## config.mk

```make
export PLATFORM = sky130hd
export DESIGN_NAME = regfile_read_arbiter
export DESIGN_NICKNAME = d
export VERILOG_FILES = /design/src/rtl/regfile_read_arbiter.sv
export SDC_FILE = /design/constraint.sdc
export NUM_CORES = 1
export LEC_CHECK = 0
export ABC_AREA = 1
export BUFFER_PORTS_ARGS = -buffer_cell sky130_fd_sc_hd__buf_2
export CORE_MARGIN = 2
export CORE_UTILIZATION = 40
export DETAILED_ROUTE_END_ITERATION = 8
export GPL_ROUTABILITY_DRIVEN = 1
export GPL_TIMING_DRIVEN = 1
export PLACE_DENSITY = 0.68
export SETUP_SLACK_MARGIN = 0.02
export SLEW_MARGIN = 0
export SYNTH_ARGS = -nofsm -noshare
export SYNTH_HDL_FRONTEND = slang
export SYNTH_SLANG_ARGS = --single-unit
```

## constraint.sdc

```tcl
create_clock -name clk -period 3.8 [get_ports clk]
set_input_delay 0.19 -clock clk [delete_from_list [all_inputs] [get_ports clk]]
set_output_delay 0.19 -clock clk [all_outputs]
set_load 0.03 [all_outputs]
```

## src/rtl/regfile_read_arbiter.sv

```systemverilog
// regfile_read_arbiter
//
// Shares the single 32:1 register-file read mux between NREQ requesters.
// A round-robin search picks one winner per cycle. The winner's register
// address is registered onto the mux select. The mux output is captured
// one edge later and returned with a one-cycle rvalid pulse to that same
// requester.
//
// Ports
//   clk     in   rising-edge clock
//   reset   in   asynchronous, active-high reset
//   req     in   [NREQ]     per-requester read request (level)
//   addr    in   [NREQ*AW]  packed addresses, requester i at [i*AW +: AW]
//   hold    in   stall: no new grant while high; in-flight reads drain
//   gnt     out  [NREQ]     registered one-hot grant pulse
//   sel     out  [AW]       registered mux select
//   mux_p   in   [DW]       mux output, combinational from sel
//   rvalid  out  [NREQ]     registered one-hot data-valid pulse
//   rdata   out  [DW]       captured read data, shared by all requesters
//   busy    out  |gnt | |rvalid
module regfile_read_arbiter #(
  parameter int NREQ = 4,
  parameter int DW   = 32,
  parameter int AW   = 5
) (
  input  logic               clk,
  input  logic               reset,
  input  logic [NREQ-1:0]    req,
  input  logic [NREQ*AW-1:0] addr,
  input  logic               hold,
  output logic [NREQ-1:0]    gnt,
  output logic [AW-1:0]      sel,
  input  logic [DW-1:0]      mux_p,
  output logic [NREQ-1:0]    rvalid,
  output logic [DW-1:0]      rdata,
  output logic               busy
);

  localparam int PW = $clog2(NREQ);

  logic [PW-1:0]   ptr;
  logic [NREQ-1:0] elig;
  logic            found;
  logic [PW-1:0]   win;
  logic [AW-1:0]   win_addr;
  logic [PW-1:0]   ptr_next;
  logic [PW:0]     sum;
  logic [PW-1:0]   idx;
  logic [AW-1:0]   addr_a [NREQ];

  always_comb begin
    for (int i = 0; i < NREQ; i++) begin
      addr_a[i] = addr[i*AW +: AW];
    end
  end

  // The requester currently holding gnt is masked so that a requester
  // dropping req one cycle late is not granted twice in a row.
  assign elig = req & ~gnt & {NREQ{~hold}};

  // Priority search beginning at ptr and wrapping NREQ-1 -> 0. The index
  // is built with an explicit subtract so non-power-of-two NREQ wraps
  // correctly.
  always_comb begin
    found    = 1'b0;
    win      = '0;
    win_addr = '0;
    sum      = '0;
    idx      = '0;
    for (int k = 0; k < NREQ; k++) begin
      sum = {1'b0, ptr} + (PW+1)'(k);
      if (sum >= (PW+1)'(NREQ)) begin
        sum = sum - (PW+1)'(NREQ);
      end
      idx = PW'(sum);
      if (!found && elig[idx]) begin
        found    = 1'b1;
        win      = idx;
        win_addr = addr_a[idx];
      end
    end
  end

  assign ptr_next = (win == PW'(NREQ-1)) ? '0 : win + 1'b1;

  // Grant stage: sel and ptr only move when a grant is issued.
  always_ff @(posedge clk or posedge reset) begin
    if (reset) begin
      gnt <= '0;
      sel <= '0;
      ptr <= '0;
    end else begin
      gnt <= '0;
      if (found) begin
        gnt[win] <= 1'b1;
        sel      <= win_addr;
        ptr      <= ptr_next;
      end
    end
  end

  // Capture stage: the mux output is sampled on the edge after the grant
  // and held until the next read.
  always_ff @(posedge clk or posedge reset) begin
    if (reset) begin
      rvalid <= '0;
      rdata  <= '0;
    end else begin
      rvalid <= gnt;
      if (|gnt) begin
        rdata <= mux_p;
      end
    end
  end

  assign busy = (|gnt) | (|rvalid);

endmodule
```

==> results.py <==
metrics = {
    "setup_path": {
        "crit_path_top_delay_cell": "dfrtp_1",
        "r2r_slack_ns": 1.39,
        "worstSetupPathDepth": 13,
        "cp.required_ns": 3.96,
        "critical_path_buf_inv_count": 2,
        "rr_startpoint": "ptr[1]",
        "critical_path.startpoint_type": "register",
        "worstRegToRegCells": 13,
        "worst_setup_path_startpoint": "ptr[1]",
        "critical_path.max_stage_delay_ns": 0.46,
        "worstPathMaxFanout": 28,
        "timing.setup.critical_path_class": "reg2reg",
        "endpoint": "ptr[1]",
        "worst-endpoint-arrival_ns": 2.57,
        "critical-path-top-delay-family": "simple AND/OR/NAND/NOR gates",
        "rr_endpoint": "ptr[1]",
        "crit_path_cell_trace": "inv_2 -> nand2_1 -> nand2_2 -> nand3_1 -> nand2_2 -> nand2_2 -> nor2_4 -> nand3_1 -> nand2_1 -> inv_1 -> ha_1 -> nand2_1 -> o21ai_1",
        "setup.worst_path.end_class": "register",
    },
    "logic_synthesis": {
        "synth-edff-count": 0,
        "synth_fp_nets": 438,
        "asyncSetResetFlopFracSynth_pct": 100,
        "most_frequently_used_cell_type_in_the_post_synthesis_netlist": "nand2_1",
        "synth_top_flop_cell": "dfrtp_1",
        "synth.cell_area_um2": 2620,
        "synth-seq-cells": 47,
        "synth_cells": 375,
        "post_synth_most_frequent_cells": "167 x nand2_1, 47 x dfrtp_1, 45 x o21ai_0, 33 x nand3_1, 23 x inv_1",
        "post_synth.cell_area_avg_um2": 7.00,
        "seq_area_frac_synth_pct": 44.8,
        "yosysTopAreaCell": "dfrtp_1",
        "post-synth-top-area-fraction_pct": 44.8,
        "ys_types": 21,
        "ys_top_cells_by_area": "dfrtp_1 45%, nand2_1 24%, o21ai_0 8.6%",
        "synth.yosys.warnings": 0,
    },
    "clocking": {
        "clk_latency_ns": 0.29,
        "max-clock-path-buffers": 2,
        "cts_htree_levels": 2,
        "cts_tree": "yes",
        "cts_hold_buffers": 0,
        "numCtsBuffers": 5,
        "ctsResizeCount": 0,
        "clock-root-buffer": "clkbuf_8",
        "clk_pin_slew_ns": 0.08,
        "tritoncts_num_sinks": 47,
        "post-cts-setup-buffer-count": 0,
    },
    "drt": {
        "postRouteAntennaNets": 0,
        "routed_wirelength_um": 6180,
        "dr.first_iter.drc_count": 97,
        "vias": 2582,
        "detail_route.drc_violations": 0,
        "drt_pre_antenna_iters": 4,
        "routedWlPerCell_um": 11.2,
        "vias_per_cell": 4.69,
    },
    "power_and_ir_drop": {
        "power.static_leakage_nw": 1.88,
        "totalPowerFinal_mw": 3.27,
        "vdd.ir_drop.worst_mv": 0.555,
        "power.density_cell_area_nw_per_um2": 992,
    },
    "cells_and_area": {
        "synthToLayoutAreaGrowth_pct": 25.7,
        "drive_above_1_share_pct": 27.3,
        "finalCoreUtilization_pct": 51.9,
        "num_antenna_cells": 0,
        "final_nets": 535,
        "layout.cells.non_filler": 550,
    },
    "sta": {
        "sum_neg_setup_slack_ns": 0,
        "finalWorstSetupSlack_ns": 1.39,
        "hold_viol": 0,
        "max_slew.worst_pin.slew_ns": 0.952,
        "clock_period_minus_worst_slack_ns": 2.41,
        "grt_setup_unrepaired": "no",
        "worst_slew_margin_rel_pct": 36.4,
        "finClkSkew_ns": 0.0105,
        "maxSlewViolCount": 0,
        "setup_viol": 0,
        "max_freq_ghz": 0.414,
        "timing.final.crit_share_pct": 63.5,
    },
    "die": {
        "floorplan.die.height_um": 85.0,
        "die_w_um": 85.0,
        "coreArea_um2": 6350,
        "start_util_pct": 41.3,
        "die_outline_area_um2": 7220,
        "num_io_pins": 105,
        "row_count": 29,
    },
    "global_route": {
        "largest_net_degree_at_the_start_of_global_routing": 51,
        "antenna_found_initial": 0,
        "globalRouteOverflowTotal": 0,
        "number_of_global_route_vias_before_repair": 2380,
        "grt_pass1_wl_um": 10400,
        "gr-usage-all-layers_pct": 17.5,
    },
    "run": {
        "maximum_capacitance_violations": 0,
    },
    "placement": {
        "dp.cells": 542,
        "gp_routability_congestion": 0.883,
        "detailedPlacementHpwl_um": 4790,
        "io_buffers": 104,
        "dpl_worst_slack_ns": 1.39,
    },
    "run_status": {
        "status": "finished, final reports clean",
    },
    "min_path": {
        "worstHoldPathType": "in2reg",
    },
}
[worst min-delay path by stage]
stage | startpoint | to | slack, ns | cells after the start
final | mux_p[11] | rdata[11] | 0.09 | 3
after global routing | mux_p[31] | rdata[31] | 0.08 | 3
after CTS | mux_p[23] | rdata[23] | 0.08 | 3
after detailed placement | mux_p[11] | rdata[11] | 0.39 | 3
after global placement | mux_p[31] | rdata[31] | 0.38 | 3
after floorplan | mux_p[0] | rdata[0] | 0.30 | 2
[state kept, by name, indices dropped and copies added, names as in the netlist]
register,flops
rdata,32
ptr,2
rvalid,4
gnt,4
sel,5
[worst min-delay path: cells and delay by family]
family / cells / cell delay (ns)
and+or+nand+nor: 2 / 0.08
buffers and inverters: 1 / 0.07
[power by group]
part           switching, mW  leakage [nW]  internal [mW]
Sequential             0.134         0.578          0.743
Combinational           1.48          1.25          0.591
Clock                  0.155        0.0505          0.165
Total                   1.77          1.88           1.50
[final cells by class]
cell class	instances	area [µm²]
well taps	77	96.3
inverters	25	93.8
multi-input cells	287	1290
fillers	631	3050
repair buffers	106	536
flip-flops and latches	47	1180
clock inverters	1	7.51
clock buffers	7	96.3
[per-stage QoR]
step                      area (µm²)  hold WS [ns]
after CTS                       3300        0.0817
after floorplan                 2620         0.300
after global placement          3190         0.385
after detailed placement        3190         0.391
final                           3300        0.0920
after global routing            3300        0.0818
[logic make-up (layout without fill, tap and decap cells)]
group	Yosys count	after routing	synth area share (%)
and+or+nand+nor	235	235	37.8
adders and majority gates	4	4	1.91
buffers and inverters	41	139	6.29
DFF	47	47	44.8
AOI/OAI and AO/OA	48	48	9.16
[routing by layer]
layer	wire, µm	global-route usage [%]
met2	2710	28.8
met4	27	4.33
met5	0	0
met1	2960	23.6
met3	481	3.79
[cells in the final DEF (no fill, tap or decap)]
cell / netlist / layout
inv_2: 2 / 3
nand3_2: 2 / 2
nand2_2: 7 / 7
nor2_1: 19 / 19
dfrtp_1: 47 / 47
nor3_4: 1 / 1
buf_2: 6 / 104
nor4_1: 1 / 1
nor4_4: 0 / 1
clkbuf_8: 0 / 7
o21ai_0: 45 / 45
nor2_4: 1 / 1
a21oi_1: 2 / 2
buf_4: 1 / 2
o21ai_1: 1 / 1
clkinvlp_4: 0 / 1
inv_1: 23 / 22
nand3_1: 33 / 33
ha_1: 4 / 4
nand4_1: 3 / 3
nand2_1: 167 / 167
Power figures use the tool's default switching activity.
